File: src/rtl/spi_slave_if.sv
// Pin-side and local-side signals of the SPI responder, with the SPI slave
// (DUT) and the SPI master / local host views as modports.
interface spi_slave_if #(
  parameter int bits_size = 8
);
  logic                 SCLK;
  logic                 ss;
  logic                 MOSI;
  logic                 MISO;
  logic                 miso_en;
  logic [bits_size-1:0] data_in;
  logic [bits_size-1:0] data_out;
  logic                 tx_load;
  logic                 rx_done;
  logic                 frame_err;
  logic                 busy;

  modport slave (
    input  SCLK, ss, MOSI, data_in,
    output MISO, miso_en, data_out, tx_load, rx_done, frame_err, busy
  );

  modport master (
    output SCLK, ss, MOSI, data_in,
    input  MISO, miso_en, data_out, tx_load, rx_done, frame_err, busy
  );
endinterface

File: src/rtl/spi_slave.sv
// Full-duplex SPI slave, all four modes, sampled in the local clk domain.
// Supports back-to-back words under one ss assertion and mid-word abort.
module spi_slave #(
  parameter logic [1:0] mode      = 2'b00,
  parameter int         bits_size = 8
) (
  input logic       clk,
  input logic       reset_n,
  spi_slave_if.slave bus
);
  localparam logic CPOL = mode[1];
  localparam logic CPHA = mode[0];
  localparam int   CW   = (bits_size > 2) ? $clog2(bits_size) : 1;
  localparam logic [CW-1:0] LAST = CW'(bits_size - 1);
  localparam int   MSB  = bits_size - 1;

  typedef enum logic {IDLE, ACTIVE} state_t;
  state_t state_q, state_d;

  logic [2:0]           sclk_sync_q, sclk_sync_d;
  logic [2:0]           ss_sync_q, ss_sync_d;
  logic [1:0]           mosi_sync_q, mosi_sync_d;
  logic [bits_size-1:0] tx_sh_q, tx_sh_d;
  logic [bits_size-1:0] rx_sh_q, rx_sh_d;
  logic [bits_size-1:0] data_out_q, data_out_d;
  logic [bits_size-1:0] rx_word;
  logic [CW-1:0]        bit_cnt_q, bit_cnt_d;
  logic                 miso_q, miso_d;
  logic                 skip_q, skip_d;
  logic                 tx_load_q, tx_load_d;
  logic                 rx_done_q, rx_done_d;
  logic                 frame_err_q, frame_err_d;

  logic sclk_rise, sclk_fall, lead_edge, trail_edge;
  logic sample_edge, drive_edge, ss_fall, ss_rise;

  always_comb begin
    sclk_sync_d = {sclk_sync_q[1:0], bus.SCLK};
    ss_sync_d   = {ss_sync_q[1:0], bus.ss};
    mosi_sync_d = {mosi_sync_q[0], bus.MOSI};
  end

  // Stage [1] is the synchronised level, stage [2] its previous value.
  assign sclk_rise   = sclk_sync_q[1] & ~sclk_sync_q[2];
  assign sclk_fall   = ~sclk_sync_q[1] & sclk_sync_q[2];
  assign lead_edge   = CPOL ? sclk_fall : sclk_rise;
  assign trail_edge  = CPOL ? sclk_rise : sclk_fall;
  assign sample_edge = CPHA ? trail_edge : lead_edge;
  assign drive_edge  = CPHA ? lead_edge : trail_edge;
  assign ss_fall     = ~ss_sync_q[1] & ss_sync_q[2];
  assign ss_rise     = ss_sync_q[1] & ~ss_sync_q[2];

  always_ff @(posedge clk or negedge reset_n) begin
    if (!reset_n) state_q <= IDLE;
    else          state_q <= state_d;
  end

  always_comb begin
    state_d = state_q;
    case (state_q)
      IDLE:    if (ss_fall) state_d = ACTIVE;
      ACTIVE:  if (ss_rise) state_d = IDLE;
      default: state_d = IDLE;
    endcase
  end

  always_comb begin
    tx_sh_d     = tx_sh_q;
    rx_sh_d     = rx_sh_q;
    data_out_d  = data_out_q;
    bit_cnt_d   = bit_cnt_q;
    miso_d      = miso_q;
    skip_d      = skip_q;
    tx_load_d   = 1'b0;
    rx_done_d   = 1'b0;
    frame_err_d = 1'b0;
    rx_word     = {rx_sh_q[bits_size-2:0], mosi_sync_q[1]};
    case (state_q)
      IDLE: begin
        miso_d    = 1'b0;
        bit_cnt_d = LAST;
        skip_d    = 1'b0;
        if (ss_fall) begin
          tx_load_d = 1'b1;
          tx_sh_d   = bus.data_in;
          if (!CPHA) miso_d = bus.data_in[MSB];
        end
      end
      ACTIVE: begin
        if (ss_rise) begin
          frame_err_d = (bit_cnt_q != LAST);
          miso_d      = 1'b0;
          bit_cnt_d   = LAST;
        end else if (sample_edge) begin
          rx_sh_d = rx_word;
          if (bit_cnt_q == '0) begin
            data_out_d = rx_word;
            rx_done_d  = 1'b1;
            bit_cnt_d  = LAST;
            tx_load_d  = 1'b1;
            tx_sh_d    = bus.data_in;
            // CPHA=0 presents the next MSB now, so the following drive edge must not shift.
            if (!CPHA) begin
              miso_d = bus.data_in[MSB];
              skip_d = 1'b1;
            end
          end else begin
            bit_cnt_d = bit_cnt_q - CW'(1);
          end
        end else if (drive_edge) begin
          if (CPHA) begin
            miso_d  = tx_sh_q[MSB];
            tx_sh_d = tx_sh_q << 1;
          end else if (skip_q) begin
            skip_d = 1'b0;
          end else begin
            miso_d  = tx_sh_q[MSB-1];
            tx_sh_d = tx_sh_q << 1;
          end
        end
      end
      default: ;
    endcase
  end

  always_ff @(posedge clk or negedge reset_n) begin
    if (!reset_n) begin
      sclk_sync_q <= {3{CPOL}};
      ss_sync_q   <= 3'b111;
      mosi_sync_q <= 2'b00;
      data_out_q  <= '0;
      bit_cnt_q   <= LAST;
      miso_q      <= 1'b0;
      skip_q      <= 1'b0;
      tx_load_q   <= 1'b0;
      rx_done_q   <= 1'b0;
      frame_err_q <= 1'b0;
    end else begin
      sclk_sync_q <= sclk_sync_d;
      ss_sync_q   <= ss_sync_d;
      mosi_sync_q <= mosi_sync_d;
      data_out_q  <= data_out_d;
      bit_cnt_q   <= bit_cnt_d;
      miso_q      <= miso_d;
      skip_q      <= skip_d;
      tx_load_q   <= tx_load_d;
      rx_done_q   <= rx_done_d;
      frame_err_q <= frame_err_d;
    end
  end

  // Shift registers are fully reloaded before use, so they carry no reset.
  always_ff @(posedge clk) begin
    tx_sh_q <= tx_sh_d;
    rx_sh_q <= rx_sh_d;
  end

  assign bus.MISO      = miso_q;
  assign bus.miso_en   = (state_q == ACTIVE);
  assign bus.busy      = (state_q == ACTIVE);
  assign bus.data_out  = data_out_q;
  assign bus.tx_load   = tx_load_q;
  assign bus.rx_done   = rx_done_q;
  assign bus.frame_err = frame_err_q;
endmodule

File: src/flat_wrapper.sv
// flat-port wrapper written by rule: the top's interface ports become plain ports
module spi_slave_flat 
#(
  parameter logic [1:0] mode      = 2'b00,
  parameter int         bits_size = 8
)
  (clk, reset_n, bus_SCLK, bus_ss, bus_MOSI, bus_data_in, bus_MISO, bus_miso_en, bus_data_out, bus_tx_load, bus_rx_done, bus_frame_err, bus_busy);
  spi_slave_if #(.bits_size(bits_size)) bus_i ();
  input logic clk;
  input logic reset_n;
  input wire logic [$bits(bus_i.SCLK)-1:0] bus_SCLK;
  input wire logic [$bits(bus_i.ss)-1:0] bus_ss;
  input wire logic [$bits(bus_i.MOSI)-1:0] bus_MOSI;
  input wire logic [$bits(bus_i.data_in)-1:0] bus_data_in;
  output wire logic [$bits(bus_i.MISO)-1:0] bus_MISO;
  output wire logic [$bits(bus_i.miso_en)-1:0] bus_miso_en;
  output wire logic [$bits(bus_i.data_out)-1:0] bus_data_out;
  output wire logic [$bits(bus_i.tx_load)-1:0] bus_tx_load;
  output wire logic [$bits(bus_i.rx_done)-1:0] bus_rx_done;
  output wire logic [$bits(bus_i.frame_err)-1:0] bus_frame_err;
  output wire logic [$bits(bus_i.busy)-1:0] bus_busy;
  assign bus_i.SCLK = bus_SCLK;
  assign bus_i.ss = bus_ss;
  assign bus_i.MOSI = bus_MOSI;
  assign bus_i.data_in = bus_data_in;
  assign bus_MISO = bus_i.MISO;
  assign bus_miso_en = bus_i.miso_en;
  assign bus_data_out = bus_i.data_out;
  assign bus_tx_load = bus_i.tx_load;
  assign bus_rx_done = bus_i.rx_done;
  assign bus_frame_err = bus_i.frame_err;
  assign bus_busy = bus_i.busy;
  spi_slave #(.mode(mode), .bits_size(bits_size)) u_core (.clk(clk), .reset_n(reset_n), .bus(bus_i));
endmodule
File: config.mk
export PLATFORM = sky130hd
export DESIGN_NAME = spi_slave_flat
export DESIGN_NICKNAME = d
export VERILOG_FILES = /design/src/rtl/spi_slave_if.sv /design/src/rtl/spi_slave.sv /design/src/flat_wrapper.sv
export SDC_FILE = /design/constraint.sdc
export NUM_CORES = 1
export LEC_CHECK = 0
export CORE_ASPECT_RATIO = 0.9
export CORE_MARGIN = 5
export CORE_UTILIZATION = 45
export DETAILED_ROUTE_END_ITERATION = 7
export PLACE_DENSITY_LB_ADDON = 0.15
export SYNTH_ARGS = -nofsm -noshare
export SYNTH_HDL_FRONTEND = slang
export SYNTH_SLANG_ARGS = --single-unit
File: constraint.sdc
create_clock -name clk -period 4 [get_ports clk]
set_clock_uncertainty 0.15 [all_clocks]
set_input_delay 0.8 -clock clk [delete_from_list [all_inputs] [get_ports clk]]
set_output_delay 0.8 -clock clk [all_outputs]
set_load 0.02 [all_outputs]
==> results.py <==
metrics = {
    "run": {
        "cap_violations": 0,
    },
    "synth": {
        "yosys_warnings": 0,
        "ys_top_cells_by_area": "dfrtp_1 (30%), edfxtp_1 (27%), mux2_2 (11%), dfstp_2 (10%), ha_1 (4.8%)",
        "synth_seq_cells": 39,
        "yosys.area.top_type_share": 0.304,
        "synth_top_area_cell": "dfrtp_1",
        "yosysSeqAreaShare": 0.673,
        "yosys_most_used_dff": "dfrtp_1",
        "syn-num-nets": 127,
        "syn_area_um2": 1570,
        "netlist_instances": 108,
        "postSynthAreaPerCell_um2": 14.5,
        "synth_edf_count": 14,
        "yosysUniqueCellTypes": 27,
        "async_flop_share": 0.641,
    },
    "timing": {
        "worstMarginPinSlew_ns": 1.08,
        "fin_crit_ns": 2.46,
        "finalMaxSlewViolations": 0,
        "fmax_ghz": 0.407,
        "rsz0062_at_grt": "false",
        "hold_slack_ns": 0.201,
        "setup-tns-final_ns": 0,
        "setup_viol": 0,
        "period_share": 0.614,
        "slew_headroom": 0.279,
        "hold_viol_final": 0,
    },
    "worst_setup_path": {
        "crit_path_max_incr_delay_ns": 0.92,
        "start_kind": "flop",
        "required_ns": 3.75,
        "endpoint_kind": "flop",
        "critPathKind": "flop to flop",
        "cp_max_fo": 7,
        "crit_chain": "inv_1 > ha_1 > nor2b_1 > a21oi_1 > o32ai_1",
        "critPathArrivalTime_ns": 2.20,
        "crit_slowest_cell": "o32ai_1",
    },
    "clock_network": {
        "cts_tree": "yes",
        "cts.clk_slew.worst_paths_ns": 0.08,
        "root_buffer": "clkbuf_8",
        "cts-resized-gates": 0,
        "numCtsBuffers": 5,
        "holdBufCountCts": 0,
        "clk_latency_ns": 0.28,
        "cts_setup_buffers": 0,
        "clockBufferDepth": 2,
        "clock_sinks": 39,
        "cts_max_level": 2,
    },
    "drt": {
        "totalWireLength_um": 2450,
        "drcViolationCount": 0,
        "drt_iter0_markers": 47,
        "via_per_inst": 4.84,
        "vias": 886,
        "dr.pass1.iters": 4,
        "ant_nets": 0,
        "wl_per_cell_um": 13.4,
    },
    "global_route": {
        "antenna_found_initial": 0,
        "overflow": 0,
        "grt_usage": 0.119,
        "grt_pass1_vias": 970,
        "grt_max_degree": 26,
        "grt_pass1_wl_um": 4220,
    },
    "floorplanning": {
        "num_io_pins": 27,
        "chipHeight_um": 66.0,
        "die_x_um": 72.2,
        "core-area_um2": 3380,
        "fp-row-count": 20,
        "die-area_um2": 4760,
        "start_util": 0.463,
    },
    "layout": {
        "diodes": 0,
        "nets": 157,
        "utilization": 0.579,
        "area_growth_pct": 24.9,
        "final_layout_size_suffix_gt1_frac": 0.223,
    },
    "placed_design": {
        "dp_hpwl_um": 1780,
        "port_buffers": 26,
        "gp_congestion": 0.724,
    },
    "run_status": {
        "status": "completed",
    },
    "pwr": {
        "vdd_drop_max_v": 0.000296,
        "power.density_nw_per_um2": 404,
        "power.leakage_nw": 0.825,
    },
    "min_path": {
        "hp-class": "flop to flop",
    },
}
[cell type report]
| class | instances | area (um2) |
|---|---|---|
| sequential | 39 | 1050 |
| inverter | 5 | 18.8 |
| clock buffer | 6 | 82.6 |
| tap | 44 | 55.1 |
| multi-input combinational | 61 | 474 |
| fill | 297 | 1420 |
| timing repair buffer | 26 | 260 |
| clock inverter | 2 | 11.3 |
[critical path: cells and delay by family (launching register included)]
family,cells,cell delay [ns]
fa+ha+maj,1,0.19
simple gates,1,0.23
buf+inv,1,0.09
flops,1,0.39
compound gates,2,1.02
[Yosys cell counts, drive strengths merged (2+ instances only)]
cell type and number:
nor2 5, buf 2, edfxtp 14, inv 5, nor3 2, nand2 8, and2 2, ha 6
a21oi 2, dfstp 6, mux2 15, nand3 2, dfrtp 19, nor2b 2, nand2b 5, o21ai 3
[through the flow]
stage | cells | setup WS (ns) | power [W] | instance area, um2
global route | 183 | 1.36 | 0.000830 | 1960
floorplan | 108 | 1.91 | 0.000501 | 1570
finish | 183 | 1.54 | 0.000789 | 1960
CTS | 183 | 1.47 | 0.000806 | 1960
global placement | 175 | 1.67 | 0.000532 | 1860
detailed placement | 175 | 1.52 | 0.000535 | 1860
[layer usage]
| layer | global-route usage | part of all wire | vias up | wire length (um) |
|---|---|---|---|---|
| met1 | 0.139 | 0.45 | 432 | 1100 |
| met3 | 0.0365 | 0.041 | 4 | 101 |
| li1 | - | - | 434 | - |
| met4 | 0.0704 | 0.017 | 0 | 42 |
| met2 | 0.193 | 0.49 | 16 | 1210 |
| met5 | 0 | 0 | - | 0 |
[state kept, by name, indices dropped and copies added (netlist names)]
| name | count |
|---|---|
| u_core.bus.rx_done | 1 |
| u_core.bus.busy | 1 |
| u_core.bus.tx_load | 1 |
| u_core.bit_cnt_q | 3 |
| u_core.bus.MISO | 1 |
| u_core.tx_sh_q | 7 |
| u_core.rx_sh_q | 7 |
| u_core.skip_q | 1 |
| u_core.bus.data_out | 8 |
| u_core.sclk_sync_q | 3 |
| u_core.bus.frame_err | 1 |
| u_core.mosi_sync_q | 2 |
| u_core.ss_sync_q | 3 |
[report_power, final]
part	total, W	leakage, nW	internal [W]	switching [W]
registers	0.000448	0.442	0.000438	0.0000101
clock network	0.000264	0.0449	0.000137	0.000126
logic	0.0000773	0.338	0.0000388	0.0000385
total	0.000789	0.825	0.000614	0.000175
[cell families after synthesis]
kind of cell,count (synthesis),share of synthesized area
flip-flops,39,0.673
buffers and inverters,8,0.0240
AO/OA/AOI/OAI,11,0.0456
multiplexers,15,0.108
adder cells (fa/ha/maj),6,0.0480
AND/OR/NAND/NOR,29,0.102
[worst paths after layout]
check | start | end | slack (ns) | cells after the start
max in group asynchronous | reset_n | u_core.bus.data_out[3]$_DFFE_PN0P_ | 2.10 | 1
hold / removal | u_core.sclk_sync_q[0]$_DFF_PN0_ | u_core.sclk_sync_q[1]$_DFF_PN0_ | 0.20 | 0
hold reg to reg | u_core.sclk_sync_q[0]$_DFF_PN0_ | u_core.sclk_sync_q[1]$_DFF_PN0_ | 0.20 | 0
setup / recovery | u_core.bit_cnt_q[0]$_DFFE_PN1P_ | u_core.tx_sh_q[6]$_DFFE_PP_ | 1.54 | 5
setup reg to reg | u_core.bit_cnt_q[0]$_DFFE_PN1P_ | u_core.tx_sh_q[6]$_DFFE_PP_ | 1.54 | 5
min in group asynchronous | reset_n | u_core.bus.data_out[6]$_DFFE_PN0P_ | 0.95 | 1
[cells in the final DEF, fill, tap and decap left out, types with 2 or more instances in the layout]
master / netlist / layout
clkbuf_8: 0 / 6
edfxtp_1: 14 / 14
nor2b_1: 2 / 2
clkdlybuf4s50_1: 0 / 26
inv_1: 5 / 5
dfrtp_1: 19 / 19
nand2_1: 8 / 8
ha_1: 6 / 6
nand2b_1: 5 / 5
nand3_1: 2 / 2
nor2_1: 5 / 5
dfstp_2: 6 / 6
o21ai_0: 3 / 3
mux2_2: 15 / 15
and2_1: 2 / 2
a21oi_1: 2 / 2
Note: power is estimated with default switching activity, not from simulation.
